### config.mk
export PLATFORM = sky130hd
export DESIGN_NAME = lz77_encoder
export DESIGN_NICKNAME = d
export VERILOG_FILES = /design/src/rtl/lz77_encoder.sv
export SDC_FILE = /design/constraint.sdc
export NUM_CORES = 1
export LEC_CHECK = 0
export BUFFER_PORTS_ARGS = -buffer_cell sky130_fd_sc_hd__buf_2
export CAP_MARGIN = 20
export CORE_ASPECT_RATIO = 0.75
export CORE_MARGIN = 2
export CORE_UTILIZATION = 30
export CTS_CLUSTER_DIAMETER = 40
export DETAILED_ROUTE_END_ITERATION = 6
export PLACE_DENSITY = 0.49
export SETUP_SLACK_MARGIN = 0.4
export SLEW_MARGIN = 40
export SYNTH_ARGS = -nofsm -noshare
export SYNTH_HDL_FRONTEND = slang
export SYNTH_SLANG_ARGS = --single-unit
### constraint.sdc
create_clock -name clk -period 9.7 [get_ports clk]
set_input_delay 0.485 -clock clk [delete_from_list [all_inputs] [get_ports clk]]
set_output_delay 0.485 -clock clk [all_outputs]
set_load 0.02 [all_outputs]
### src/rtl/lz77_encoder.sv
// Streaming LZ77 encoder. A search buffer and a look-ahead window track the
// decoder's window cycle for cycle. Each code is held for code_len+1 cycles,
// so the decoder can consume it without a handshake.
module lz77_encoder #(
    parameter int unsigned SB_DEPTH = 9,
    parameter int unsigned LA_DEPTH = 8,
    parameter logic [7:0]  END_CHAR = 8'h24
) (
    input  logic                        clk,
    input  logic                        reset,
    input  logic [7:0]                  char_in,
    input  logic                        char_valid,
    output logic                        char_ready,
    output logic                        encode,
    output logic [$clog2(SB_DEPTH)-1:0] code_pos,
    output logic [$clog2(LA_DEPTH)-1:0] code_len,
    output logic [7:0]                  chardata,
    output logic                        finish
);
    localparam int unsigned POS_W   = $clog2(SB_DEPTH);
    localparam int unsigned LEN_W   = $clog2(LA_DEPTH);
    localparam int unsigned CNT_W   = $clog2(LA_DEPTH + 1);
    localparam int unsigned MAX_LEN = LA_DEPTH - 1;

    typedef enum logic [1:0] {ST_FILL, ST_SEARCH, ST_EMIT, ST_DONE} state_t;

    state_t             state, state_nxt;
    logic [7:0]         sb [SB_DEPTH];
    logic [7:0]         la [LA_DEPTH];
    logic [CNT_W-1:0]   la_cnt, la_cnt_nxt, lim;
    logic               end_seen, end_seen_nxt;
    logic [POS_W-1:0]   cand, best_pos, sel_pos;
    logic [LEN_W-1:0]   best_len, emit_cnt, cand_len, sel_len, wr_idx;
    logic               xfer, shift, last_emit, fill_exit, fill_exit_nxt;
    logic               run, take;
    logic [7:0]         ref_ch;
    logic               char_ready_d, encode_d, finish_d;

    // Window occupancy bookkeeping for the current cycle
    always_comb begin
        xfer       = char_valid & char_ready;
        shift      = (state == ST_EMIT);
        last_emit  = shift && (emit_cnt == code_len);
        la_cnt_nxt = la_cnt;
        if (xfer && !shift) begin
            la_cnt_nxt = la_cnt + CNT_W'(1);
        end else if (shift && !xfer) begin
            la_cnt_nxt = la_cnt - CNT_W'(1);
        end
        end_seen_nxt  = end_seen | (xfer && (char_in == END_CHAR));
        wr_idx        = shift ? LEN_W'(la_cnt - CNT_W'(1)) : LEN_W'(la_cnt);
        fill_exit     = (la_cnt == CNT_W'(LA_DEPTH)) || (end_seen && (la_cnt != '0));
        fill_exit_nxt = (la_cnt_nxt == CNT_W'(LA_DEPTH)) || (end_seen_nxt && (la_cnt_nxt != '0));
    end

    // Match length at candidate distance cand+1; one literal is always left over
    always_comb begin
        lim = (la_cnt == '0) ? '0 : la_cnt - CNT_W'(1);
        if (lim > CNT_W'(MAX_LEN)) begin
            lim = CNT_W'(MAX_LEN);
        end
        cand_len = '0;
        run      = 1'b1;
        ref_ch   = '0;
        for (int i = 0; i < int'(MAX_LEN); i++) begin
            if (i <= int'(cand)) begin
                ref_ch = sb[POS_W'(int'(cand) - i)];
            end else begin
                ref_ch = la[LEN_W'(i - int'(cand) - 1)];
            end
            if (run && (CNT_W'(i) < lim) && (la[LEN_W'(i)] == ref_ch)) begin
                cand_len = cand_len + LEN_W'(1);
            end else begin
                run = 1'b0;
            end
        end
        take    = (cand == '0) || (cand_len > best_len);
        sel_len = take ? cand_len : best_len;
        sel_pos = take ? cand : best_pos;
    end

    // State register
    always_ff @(posedge clk or negedge reset) begin
        if (!reset) begin
            state <= ST_FILL;
        end else begin
            state <= state_nxt;
        end
    end

    // Next-state logic
    always_comb begin
        state_nxt = state;
        case (state)
            ST_FILL:   if (fill_exit) state_nxt = ST_SEARCH;
            ST_SEARCH: if (cand == POS_W'(SB_DEPTH - 1)) state_nxt = ST_EMIT;
            ST_EMIT: begin
                if (last_emit) begin
                    if (chardata == END_CHAR) begin
                        state_nxt = ST_DONE;
                    end else if (fill_exit_nxt) begin
                        state_nxt = ST_SEARCH;
                    end else begin
                        state_nxt = ST_FILL;
                    end
                end
            end
            ST_DONE:   state_nxt = ST_DONE;
            default:   state_nxt = ST_FILL;
        endcase
    end

    // Next values of the registered control outputs
    always_comb begin
        char_ready_d = ((state_nxt == ST_FILL) || (state_nxt == ST_EMIT)) &&
                       (la_cnt_nxt < CNT_W'(LA_DEPTH)) && !end_seen_nxt;
        encode_d     = (state_nxt == ST_EMIT);
        finish_d     = last_emit && (chardata == END_CHAR);
    end

    // Window shifting, candidate sweep and code registers
    always_ff @(posedge clk or negedge reset) begin
        if (!reset) begin
            for (int k = 0; k < int'(SB_DEPTH); k++) sb[k] <= '0;
            for (int k = 0; k < int'(LA_DEPTH); k++) la[k] <= '0;
            la_cnt     <= '0;
            end_seen   <= 1'b0;
            cand       <= '0;
            best_pos   <= '0;
            best_len   <= '0;
            emit_cnt   <= '0;
            char_ready <= 1'b0;
            encode     <= 1'b0;
            finish     <= 1'b0;
            code_pos   <= '0;
            code_len   <= '0;
            chardata   <= '0;
        end else begin
            la_cnt     <= la_cnt_nxt;
            end_seen   <= end_seen_nxt;
            char_ready <= char_ready_d;
            encode     <= encode_d;
            finish     <= finish_d;
            if (shift) begin
                sb[0] <= la[0];
                for (int k = 1; k < int'(SB_DEPTH); k++) sb[k] <= sb[k-1];
                for (int k = 0; k < int'(LA_DEPTH) - 1; k++) la[k] <= la[k+1];
                emit_cnt <= emit_cnt + LEN_W'(1);
            end
            if (xfer) begin
                la[wr_idx] <= char_in;
            end
            if (state == ST_SEARCH) begin
                best_len <= sel_len;
                best_pos <= sel_pos;
                if (cand == POS_W'(SB_DEPTH - 1)) begin
                    cand     <= '0;
                    code_len <= sel_len;
                    code_pos <= (sel_len == '0) ? '0 : sel_pos;
                    chardata <= la[sel_len];
                    emit_cnt <= '0;
                end else begin
                    cand <= cand + POS_W'(1);
                end
            end
        end
    end
endmodule
==> flow_summary.ini <==
[worst_setup_path]
regToRegSetupSlack_ns = 0.93
cp_num_cells = 44
worstSetupPathType = reg -> reg
startpoint_type = flip-flop
cp.required_ns = 10.04
path_delay_family = simple AND/OR/NAND/NOR gates
cp_common_cell = ha_1
cpPeakStageDelay_ns = 0.52
r2r-start = cand[0]
cp-startpoint = cand[0]
crit_path_end = chardata[1]
critPathBufInv = 3
r2r-end = chardata[1]
path_max_fanout = 13
critPathCaptureType = flip-flop
r2r_cells = 44
crit_arrival_ns = 9.11
crit_slowest_cell = dfrtp_4

[cts]
tritoncts = built
clk_path_buf_depth = 2
clock-sinks = 175
htree_levels = 4
root_buffer = clkbuf_16
insertion_delay_ns = 0.47
path_clk_slew_ns = 0.07
cts_buffers = 17

[sta]
finalSetupViolCount = 0
timing.setup.tns_ns = 0
max_freq_mhz = 114.1
hold_viol_final = 0
rsz0062_at_grt = no
maxSlewViolCount = 0
clock_skew_ns = 0.01226
tightest_slew_ns = 0.8666
whs_ns = 0.3587
finalCritPeriodShare_pct = 90.37
setup_slack_ns = 0.9337
relSlewSlack_pct = 41.81
fin_crit_ns = 8.766

[yosys]
synth_edf_count = 0
synth_seq_cells = 175
synthArstFlopShare_pct = 100.0
yosysSeqAreaShare_pct = 34.11
synth_cells = 1423
synth_top_flop_cell = dfrtp_1
ys_warn_count = 0
synth_nets = 1452
syn_area_sq_um = 12840
synth_top_family_by_area = multiplexers
yosys.area_share.simple_pct = 19.57
synth_mux_area_share_pct = 21.86
synth_compound_area_share_pct = 14.07
synthAdderAreaFrac_pct = 1.754
synth_cell_type_count = 84
synth_xor_area_share_pct = 3.392
syn_area_per_cell_sq_um = 9.021

[global_route]
grt_max_degree = 95
grt_pass1_vias = 10560
globalRouteTotalUtil_pct = 19.86
grt.overflow.total = 0
grt_antenna_before_repair = 0
grt_pass1_wl_microns = 67500

[drt]
antenna_left = 0
wire_per_inst_microns = 21.94
drc_errors = 0
routed_via_density = 5.583
first_pass_iters = 5
via_count = 11170
drt_iter0_drc = 1297
drt-total-wl_microns = 43900

[floorplanning]
die_w_microns = 242.9
coreArea_sq_um = 42130
initial_utilization_pct = 30.47
rows = 65
io_pins = 29
die_h_microns = 183.1
die_area_sq_um = 44480

[power]
vdd_drop_max_mv = 0.2264
p_per_area_nw_per_um2 = 386.5
p_leak_nw = 6.079

[placed_design]
dp_cells = 1955
dpl_worst_slack_ns = 0.1897
io_buffers = 28
dpl.hpwl_microns = 30540
place.gp.congestion = 0.8840

[cells_and_area]
nets = 1448
instances_no_fill = 2001
finish.utilization_pct = 34.65
final_common_cell = nand2_1
final_cell_mix = nand2_1 (384), dfrtp_1 (172), mux2i_1 (88)
syn_to_final_growth_pct = 13.71
antenna_cells = 0
drive_above_1_share_pct = 18.72

[run_status]
status = finished, final reports clean

[job]
drv_cap = 0

[worst_hold_path]
hp-class = in -> reg
[logic make-up (layout without fill, tap and decap cells)]
family                     count (synthesis)  count (layout)
muxes                                    191             191
adders and majority gates                 18              18
DFF                                      175             175
AOI/OAI and AO/OA                        270             270
buffers and inverters                    147             154
xor gates and xnor gates                  48              48
and+or+nand+nor                          574             576
[worst min path at each step]
stage | cells after the start | endpoint | slack (ns) | start
2_1_floorplan | 0 | asynchronous set/reset pin | 0.19 | reset
3_3_place_gp | 2 | code_pos[2] | 0.46 | code_pos[2]
3_5_place_dp | 1 | code_pos[0] | 0.43 | reset
4_1_cts | 3 | la[43] | 0.35 | char_in[3]
5_1_grt | 3 | la[52] | 0.37 | char_in[4]
6_report | 3 | la[43] | 0.36 | char_in[3]
[worst min-delay path: stages]
cell	delay, ns
buf_2	0.16
nand2_1	0.07
o21ai_0	0.06
[registers in the layout (all words and copies together), names as in the netlist, named ones only]
name	count
best_len	3
best_pos	4
cand	4
char_ready	1
chardata	8
code_len	3
code_pos	4
emit_cnt	3
encode	1
end_seen	1
finish	1
la	56
la_cnt	4
sb	72
state	2
[cell type report]
class | instances | area, sq um
inverter | 37 | 141.4
tap | 569 | 711.9
multi-input combinational | 1103 | 8015
clock buffer | 20 | 466.7
timing repair buffer | 85 | 696.9
fill | 4351 | 27530
clock inverter | 12 | 180.2
sequential | 175 | 4385
[cells in the mapped netlist, types with 3 or more instances]
| master | n | share of area, % |
|---|---|---|
| nand2_1 | 386 | 11 |
| dfrtp_1 | 175 | 34 |
| mux2i_1 | 88 | 6.9 |
| o21ai_0 | 83 | 3.2 |
| clkbuf_1 | 71 | 2.1 |
| mux4_2 | 68 | 12 |
| nor2_1 | 56 | 1.6 |
| a21oi_1 | 38 | 1.5 |
| xnor2_1 | 34 | 2.3 |
| inv_1 | 33 | 0.96 |
| nand3_1 | 32 | 1.2 |
| a31oi_1 | 31 | 1.5 |
| mux2_2 | 31 | 2.7 |
| o211ai_1 | 24 | 1.4 |
| nand4_1 | 23 | 1.1 |
| nor3_1 | 19 | 0.74 |
| ha_1 | 18 | 1.8 |
| buf_2 | 13 | 0.51 |
| xor2_1 | 12 | 0.82 |
| a21o_1 | 10 | 0.58 |
| buf_1 | 10 | 0.29 |
| a221oi_1 | 9 | 0.61 |
| and3_1 | 9 | 0.44 |
| a211oi_1 | 7 | 0.41 |
| a22oi_1 | 7 | 0.41 |
| buf_4 | 7 | 0.41 |
| buf_6 | 7 | 0.61 |
| nand2b_1 | 7 | 0.34 |
| a211o_1 | 5 | 0.34 |
| nor2b_1 | 5 | 0.24 |
| nor3b_1 | 5 | 0.29 |
| a32oi_1 | 4 | 0.27 |
| mux2_1 | 4 | 0.35 |
| nor4_1 | 4 | 0.19 |
| o2111ai_1 | 4 | 0.27 |
| o21a_1 | 4 | 0.23 |
| o31ai_1 | 4 | 0.23 |
| or2_2 | 4 | 0.19 |
| a311oi_1 | 3 | 0.20 |
| a31o_2 | 3 | 0.20 |
| and2_1 | 3 | 0.15 |
| clkinv_1 | 3 | 0.088 |
| nand3b_1 | 3 | 0.18 |
| o21bai_1 | 3 | 0.18 |
| or3_1 | 3 | 0.15 |
[through the flow]
step | power (mW) | cell area [sq um]
6_report | 5.642 | 14600
2_1_floorplan | 3.701 | 12950
3_3_place_gp | 4.715 | 13650
5_1_grt | 5.989 | 14600
4_1_cts | 5.543 | 14400
3_5_place_dp | 4.744 | 13720
[power by group]
group | switching, mW | total, mW | internal, mW
registers | 0.462 | 1.46 | 0.996
logic | 1.96 | 3.40 | 1.44
clock network | 0.328 | 0.781 | 0.453
total | 2.75 | 5.64 | 2.89
[routing by layer]
layer	GRT usage (%)	wire, microns	up-vias
li1	-	-	5118
met1	30.15	21400	5582
met2	28.00	18440	434
met3	4.800	3443	38
met4	4.859	619	0
met5	0	0	-
[repair_timing]
action | 4_1_cts | 5_1_grt
endpoints found under the hold margin | 32 | 0
hold buffers | 1 | 0
setup endpoints to repair | 12 | 17
gates resized for setup | 6 | 15
setup buffers | 0 | 10
pin swaps | 0 | 5
cloned | 1 | 2
Power figures use the tool's default switching activity.
